==> src/rtl/core_pkg.sv <==
// core_pkg: definitions shared by the front-end stages.
//   XLEN     : architectural register/PC width
//   NOP_INST : instruction decode substitutes when the queue presents no entry
//   if_entry_t : one fetched {pc, inst} pair as held in the instruction queue
package core_pkg;

  localparam int XLEN = 32;

  localparam logic [XLEN-1:0] NOP_INST = 32'h0000_0013;

  typedef struct packed {
    logic [XLEN-1:0] pc;
    logic [XLEN-1:0] inst;
  } if_entry_t;

endpackage

==> src/rtl/sync_fifo_mem.sv <==
// sync_fifo_mem: DEPTH-entry storage array for fetched {pc, inst} pairs.
// The write port is registered and the read port is combinational.
// The storage has no reset; its owner decides when an entry is valid.
//   clk   : write clock
//   we    : write enable
//   waddr : write index
//   wdata : entry to store
//   raddr : read index
//   rdata : entry currently stored at raddr
module sync_fifo_mem
  import core_pkg::*;
#(
  parameter int DEPTH = 4,
  parameter int AW    = $clog2(DEPTH)
) (
  input  logic          clk,
  input  logic          we,
  input  logic [AW-1:0] waddr,
  input  if_entry_t     wdata,
  input  logic [AW-1:0] raddr,
  output if_entry_t     rdata
);

  if_entry_t mem [DEPTH];

  always_ff @(posedge clk) begin
    if (we) begin
      mem[waddr] <= wdata;
    end
  end

  assign rdata = mem[raddr];

endmodule

==> src/rtl/inst_queue.sv <==
// inst_queue: circular FIFO between fetch and decode.
// Fetched {pc, inst} pairs are captured and the oldest pair is presented to
// decode through a valid/ready handshake. Fetch is stalled while the queue is
// full. A flush from a taken branch empties the queue.
//   clk, rst_n     : clock, synchronous active-low reset
//   flush          : branch redirect; drops everything, including this cycle's input
//   in_valid/in_pc/in_inst : word offered by fetch
//   in_ready       : queue can take a word (not full)
//   fetch_stall    : inverse of in_ready, drives the fetch stall input
//   out_valid/out_pc/out_inst : head entry; pc/inst read as 0 while empty
//   out_misaligned : head entry has a PC that is not word aligned
//   out_ready      : decode consumes the head this cycle
//   count          : occupancy, 0..DEPTH
module inst_queue
  import core_pkg::*;
#(
  parameter int DEPTH = 4,
  parameter int AW    = $clog2(DEPTH)
) (
  input  logic            clk,
  input  logic            rst_n,
  input  logic            flush,
  input  logic            in_valid,
  input  logic [XLEN-1:0] in_pc,
  input  logic [XLEN-1:0] in_inst,
  output logic            in_ready,
  output logic            fetch_stall,
  output logic            out_valid,
  output logic [XLEN-1:0] out_pc,
  output logic [XLEN-1:0] out_inst,
  output logic            out_misaligned,
  input  logic            out_ready,
  output logic [AW:0]     count
);

  localparam logic [AW:0] FULL_CNT = (AW+1)'(DEPTH);

  logic [AW-1:0] wr_ptr;
  logic [AW-1:0] rd_ptr;
  logic          push;
  logic          pop;
  if_entry_t     wr_entry;
  if_entry_t     head;

  // Handshake status depends only on the registered count, so neither
  // out_ready nor flush reaches in_ready combinationally.
  assign in_ready    = (count != FULL_CNT);
  assign fetch_stall = ~in_ready;
  assign out_valid   = (count != '0);

  // A full queue refuses a push even when a pop happens in the same cycle.
  assign push = in_valid & in_ready & ~flush;
  assign pop  = out_valid & out_ready & ~flush;

  assign wr_entry.pc   = in_pc;
  assign wr_entry.inst = in_inst;

  sync_fifo_mem #(
    .DEPTH (DEPTH),
    .AW    (AW)
  ) u_mem (
    .clk   (clk),
    .we    (push),
    .waddr (wr_ptr),
    .wdata (wr_entry),
    .raddr (rd_ptr),
    .rdata (head)
  );

  // Storage is never cleared, so stale entries are masked while empty.
  assign out_pc         = out_valid ? head.pc   : '0;
  assign out_inst       = out_valid ? head.inst : '0;
  assign out_misaligned = out_valid & (out_pc[1:0] != 2'b00);

  always_ff @(posedge clk) begin
    if (!rst_n || flush) begin
      wr_ptr <= '0;
      rd_ptr <= '0;
      count  <= '0;
    end else begin
      // Pointers wrap naturally since DEPTH is a power of two.
      if (push) wr_ptr <= wr_ptr + 1'b1;
      if (pop)  rd_ptr <= rd_ptr + 1'b1;
      case ({push, pop})
        2'b10:   count <= count + 1'b1;
        2'b01:   count <= count - 1'b1;
        default: count <= count;
      endcase
    end
  end

endmodule

==> config.mk <==
export PLATFORM = sky130hd
export DESIGN_NAME = inst_queue
export DESIGN_NICKNAME = d
export VERILOG_FILES = /design/src/rtl/core_pkg.sv /design/src/rtl/sync_fifo_mem.sv /design/src/rtl/inst_queue.sv
export SDC_FILE = /design/constraint.sdc
export NUM_CORES = 1
export LEC_CHECK = 0
export CELL_PAD_IN_SITES_DETAIL_PLACEMENT = 2
export CELL_PAD_IN_SITES_GLOBAL_PLACEMENT = 2
export CORE_MARGIN = 2
export CORE_UTILIZATION = 29
export CTS_BUF_LIST = sky130_fd_sc_hd__clkbuf_16
export DETAILED_ROUTE_END_ITERATION = 6
export PLACE_DENSITY_LB_ADDON = 0.1
export SLEW_MARGIN = 20
export SYNTH_ARGS = -nofsm -noshare
export SYNTH_HDL_FRONTEND = slang
export SYNTH_SLANG_ARGS = --single-unit
==> constraint.sdc <==
create_clock -name clk -period 6.65 [get_ports clk]
set_clock_uncertainty 0.15 [all_clocks]
set_input_delay 0.665 -clock clk [delete_from_list [all_inputs] [get_ports clk]]
set_output_delay 0.665 -clock clk [all_outputs]
set_load 0.1 [all_outputs]
==> results of run 1 <==
worst reg2reg max path, delay by kind of cell (launching register included):
family	cells	cell delay, ps
and+or+nand+nor	3	880
buffers and inverters	2	820
DFF	1	470
path summary, 6_finish.rpt:
check | slack [ps] | startpoint | cells past startpoint | endpoint
worst max-delay path | 2350 | count[0] | 4 | out_pc[3]
worst min-delay path | 380 | rd_ptr[1] | 2 | rd_ptr[1]
worst max register to register | 3900 | count[0] | 5 | u_mem.mem[1][1]
worst min register to register | 380 | rd_ptr[1] | 2 | rd_ptr[1]
cell families after synthesis:
logic type / after synthesis
mux: 64
xor+xnor: 4
compound gates: 10
fa+ha+maj: 6
simple gates: 82
buf+inv: 30
flops: 265
registers in the layout, summed over array words and instances (netlist names), named ones only:
register	cells
rd_ptr	2
wr_ptr	2
u_mem.mem	256
count	3
synth_stat cells:
master / count / area [um2]
nor2_1: 7 / 26.3
mux4_1: 4 / 105
mux4_2: 60 / 1350
or3_1: 2 / 12.5
buf_6: 1 / 11.3
a21oi_1: 4 / 20.0
o21a_1: 1 / 7.51
o21ai_0: 3 / 15.0
nand3_1: 2 / 10.0
and2_1: 68 / 425
or3b_1: 1 / 8.76
ha_1: 5 / 62.6
clkbuf_1: 8 / 30.0
fa_1: 1 / 20.0
inv_1: 8 / 30.0
nor3_2: 1 / 10.0
edfxtp_1: 256 / 7690
nand2b_1: 1 / 6.26
dfxtp_1: 9 / 180
buf_2: 6 / 30.0
buf_12: 6 / 120
xor2_1: 4 / 35.0
o31ai_1: 1 / 7.51
clkbuf_2: 1 / 5.00
o311ai_0: 1 / 8.76
metrics by stage:
stage               setup slack (ps)  hold slack, ps  utilization (%)  instance area [um2]  total power [uW]
global placement                2460             353             34.8                12000              2150
CTS                             1840             390             37.7                13100              3840
floorplan                       1540             334                -                10200              2050
detailed placement              2430             376             34.8                12000              2160
global route                    2140             436             37.9                13100              3920
finish                          2350             378             37.9                13100              3780
power breakdown:
group	switching [uW]	internal, uW	leakage (uW)	total, uW
clock	630	1030	0.000518	1660
combinational	166	88.2	0.00121	254
sequential	7.70	1860	0.00240	1870
area by class of cell:
cell class,count,area [um2],share of cell area (%)
Sequential cell,265,7880,60.1
Tap cell,455,569,4.34
Clock inverter,24,230,1.76
Timing Repair Buffer,146,1480,11.3
Clock buffer,31,776,5.92
Multi-Input combinational cell,166,2140,16.3
Inverter,8,30.0,0.229
Antenna cell,1,2.50,0.0191
metal layers:
layer	global-route usage [%]	share of wire [%]	vias to the layer above
met5	0	0	-
met4	3.20	1.8	0
met3	2.65	4.6	37
met2	22.8	52	103
met1	15.6	41	2564
li1	-	-	2184
==> summary.txt, run 1 <==
GRT
  – First-pass GRT wire length: 35000 um
  – Global-route usage over all layers: 12.7%
  – Vias in the first global route: 5844
  – Pin count of the biggest net entering global routing: 65
  – Antenna violations before repair: 1
  – Remaining global-route overflow: 0

Critical path
  – WP buf/inv: 2
  – Critical Path, Cell by Cell: or3_2 -> buf_4 -> and2_1 -> clkdlybuf4s50_1
  – CP Class: reg -> out
  – Slowest stage cell, crit path: clkdlybuf4s50_1
  – Worst EP required: 5830 ps
  – CP max stage delay: 1150 ps
  – Startpoint types: register
  – Largest fanout on the critical path: 37
  – Crit. End Element: output port
  – Worst Path Arrival: 3480 ps
  – Largest delay contributor family on the critical path: buffers and inverters

Clocking
  – Hold buffers post-CTS: 0
  – CTS resizes: 0
  – CTS Buffer Depth: 3
  – Sink Count: 265
  – Root Driver: clkbuf_16
  – Cts bufs inserted: 30
  – CTS tree: done
  – H-Tree Depth: 1
  – Number of buffers added for setup after CTS: 0
  – Clock transition at path regs: 60 ps
  – Clock latency on the worst-skew pair: 540 ps

STA
  – Slew HR: 30.8%
  – Final hold violations: 0
  – Final setup fails: 0
  – Unrepaired setup endpoints after global routing: false
  – Tcrit/Tclk final: 64.6%
  – Fmax achieved: 233 MHz
  – Worst slew pin tran: 1040 ps
  – Setup_tns: 0 ps
  – Tmin final: 4300 ps
  – Final slew viol count: 0

Layout
  – Non-filler cells, final: 1096
  – Final nets: 692
  – Fillers: 3285
  – Commonest non-fill, non-tap cells in the layout: edfxtp_1 (256), clkdlybuf4s50_1 (139), and2_1 (64)
  – Area delta synth->final: 28.2%
  – Layout cells sized above 1: 18.4%
  – Commonest non-fill, non-tap cell in the layout: edfxtp_1

Synthesis
  – Post-Syn Instances: 461
  – Compound-Gate Fraction of Synth Area: 0.575%
  – #FFs+latches synth: 265
  – Mux cell area share after synthesis: 14.2%
  – Mapped Nets: 536
  – Simple-gate area share of the yosys netlist: 4.88%
  – Sequential cell area fraction in the yosys report: 76.9%
  – Syn. warnings: 0
  – Largest family of logic cells by synthesized area: multiplexers
  – Adder-cell area share of the yosys netlist: 0.808%
  – Post-synth cell types: 25
  – Post-synthesis xor/xnor area fraction: 0.343%
  – Syn Area/Cell: 22.2 um2
  – Netlist Area Pre-Place: 0.0102 mm2

Floorplanning
  – Initial Util: 29.5%
  – DIE HEIGHT: 192 um
  – Num ports: 140
  – Total core area: 0.0346 mm2
  – Row count: 68
  – Die X: 192 um
  – Die ar.: 0.0368 mm2

Detailed routing
  – DRC viols: 0
  – DR WL/cell: 21.2 um
  – Vias per inst: 4.46
  – Vias: 4888
  – DR pass1 iterations: 4
  – Final wirelength: 23200 um
  – Initial DRC count: 213
  – Post-DRT Antenna Nets: 0

Place
  – GP Congestion: 0.655
  – PortBufs: 139
  – Placed cells: 1038
  – DP HPWL: 13300 um

Pwr
  – Leak: 0.00413 uW
  – Power density cells: 288 mW/mm2
  – VDD IR max: 182 uV

Job
  – Max-cap violations: 0

Min path
  – Type of the most critical hold path: reg -> reg

Status
  – Status: finished, final reports clean
No activity file was read; power rests on OpenSTA's default activity.
==> inputs of run 2 (changes only) <==
==> constraint.sdc (replaced) <==
create_clock -name clk -period 3.7 [get_ports clk]
set_clock_uncertainty 0.15 [all_clocks]
set_input_delay 0.37 -clock clk [delete_from_list [all_inputs] [get_ports clk]]
set_output_delay 0.37 -clock clk [all_outputs]
set_load 0.1 [all_outputs]
==> run 2 against run 1 <==
Against the previous run: register-to-register slack worse by 2900 ps; cell count is 0.46% higher; core utilization is 0.34 points lower; global-route usage increased by 0.48 points; critical path depth did not move; sequential cell count is the same; die area stayed put; sequential share of layout area rose by 0.58 points; first-iteration DRC count rose by 5.6%; largest cell class unchanged; largest power group unchanged.
==> summary.txt, run 2 (same netlist as run 1, synthesis figures left out) <==
Status
  – Status: finished, final reports clean

Detailed routing
  – Vias: 4948
  – Initial DRC count: 225
  – Post-DRT Antenna Nets: 0
  – Vias per inst: 4.49
  – DR pass1 iterations: 6
  – DRC viols: 0
  – DR WL/cell: 21.9 um
  – Final wirelength: 24100 um

Clocking
  – Cts bufs inserted: 31
  – H-Tree Depth: 1
  – Root Driver: clkbuf_16
  – Hold buffers post-CTS: 0
  – CTS Buffer Depth: 3
  – Clock latency on the worst-skew pair: 530 ps
  – CTS tree: done
  – CTS resizes: 0
  – Clock transition at path regs: 60 ps
  – Sink Count: 265
  – Number of buffers added for setup after CTS: 0

Layout
  – Commonest non-fill, non-tap cell in the layout: edfxtp_1
  – Final nets: 697
  – Area delta synth->final: 27.0%
  – Max reg flops: 256
  – Top flop regs: u_mem.mem (256), count (3)
  – Non-filler cells, final: 1101
  – Fillers: 3318
  – Most flop-heavy register: u_mem.mem
  – Commonest non-fill, non-tap cells in the layout: edfxtp_1 (256), buf_4 (73), clkdlybuf4s50_1 (72)
  – Layout cells sized above 1: 30.2%

GRT
  – Antenna violations before repair: 3
  – First-pass GRT wire length: 36200 um
  – Global-route usage over all layers: 13.2%
  – Remaining global-route overflow: 0
  – Vias in the first global route: 5873
  – Pin count of the biggest net entering global routing: 46

Critical path
  – Worst reg2reg endpoint: count[2]
  – Worst Path Arrival: 2650 ps
  – Crit. End Element: output port
  – Largest fanout on the critical path: 21
  – CP Class: reg -> out
  – Flop-to-flop setup slack: 1040 ps
  – R2R depth: 10
  – Startpoint types: register
  – Worst EP required: 3180 ps
  – Reg2reg start: count[2]

STA
  – Hold slack: 320 ps
  – Worst slew pin tran: 975 ps
  – Fmax achieved: 316 MHz
  – Tcrit/Tclk final: 85.6%
  – Final slew viol count: 0
  – Unrepaired setup endpoints after global routing: false
  – Tmin final: 3170 ps
  – Setup_tns: 0 ps
  – Final WS setup: 532 ps
  – Final setup fails: 0
  – Final hold violations: 0
  – Slew HR: 34.8%

Floorplanning
  – Initial Util: 29.5%
  – Die X: 192 um
  – Row count: 68
  – Die ar.: 0.0368 mm2
  – Num ports: 140
  – Total core area: 0.0346 mm2
  – DIE HEIGHT: 192 um

Place
  – Place WS: 880 ps
  – DP HPWL: 14800 um
  – Placed cells: 1044
  – PortBufs: 139
  – GP Congestion: 0.655

Job
  – Max-cap violations: 0

Min path
  – Hold-critical path depth: 1
  – Worst Hold Path EP: u_mem.mem[3][30]
  – Type of the most critical hold path: in -> reg
  – Hold path start: in_inst[30]

Pwr
  – Leak: 0.00426 uW
  – Power density cells: 519 mW/mm2
  – VDD IR max: 303 uV
## run 2: cell type report
type	count	area [um2]	share of cell area, %
diodes	1	2.50	0.0193
clock buffers	31	776	5.97
clock inverters	25	219	1.69
inverters	8	33.8	0.260
multi-input cells	166	2140	16.5
flip-flops and latches	265	7880	60.6
well taps	455	569	4.38
repair buffers	150	1370	10.5
## run 2: critical path, stage by stage, from the launching register on
cell     delay, ps
dfxtp_4        630
buf_4          460
mux4_2         560
and2_1         200
buf_4          240
## run 2: per-stage QoR
step / utilization [%] / instance area (um2) / power (uW)
final: 37.5 / 13000 / 6750
after global routing: 37.5 / 13000 / 6990
after CTS: 37.5 / 13000 / 6860
after detailed placement: 34.6 / 12000 / 3880
after global placement: 34.6 / 12000 / 3870
after floorplan: - / 10200 / 3690
## run 2: worst max-delay path by stage
| stage | start | to | slack (ps) | cells after the start |
|---|---|---|---|---|
| after detailed placement | in_valid | u_mem.mem[1][16] | 880 | 5 |
| after CTS | register | out_pc[5] | 400 | 4 |
| after global placement | in_valid | u_mem.mem[1][16] | 950 | 5 |
| after global routing | count[2] | out_inst[24] | 340 | 4 |
| final | register | out_pc[5] | 530 | 4 |
| after floorplan | count[0] | count[2] | 100 | 10 |
## run 2: power by group
part           internal, uW  switching (uW)  total, uW
combinational           153             299        452
clock                  1790            1150       2940
sequential             3340            14.0       3350
## run 2: routing by layer
| layer | vias up | wire length [um] | track usage (%) |
|---|---|---|---|
| li1 | 2190 | - | - |
| met1 | 2622 | 9870 | 16.1 |
| met2 | 100 | 12500 | 23.7 |
| met3 | 32 | 1220 | 3.09 |
| met4 | 4 | 412 | 2.87 |
| met5 | - | 30 | 0 |
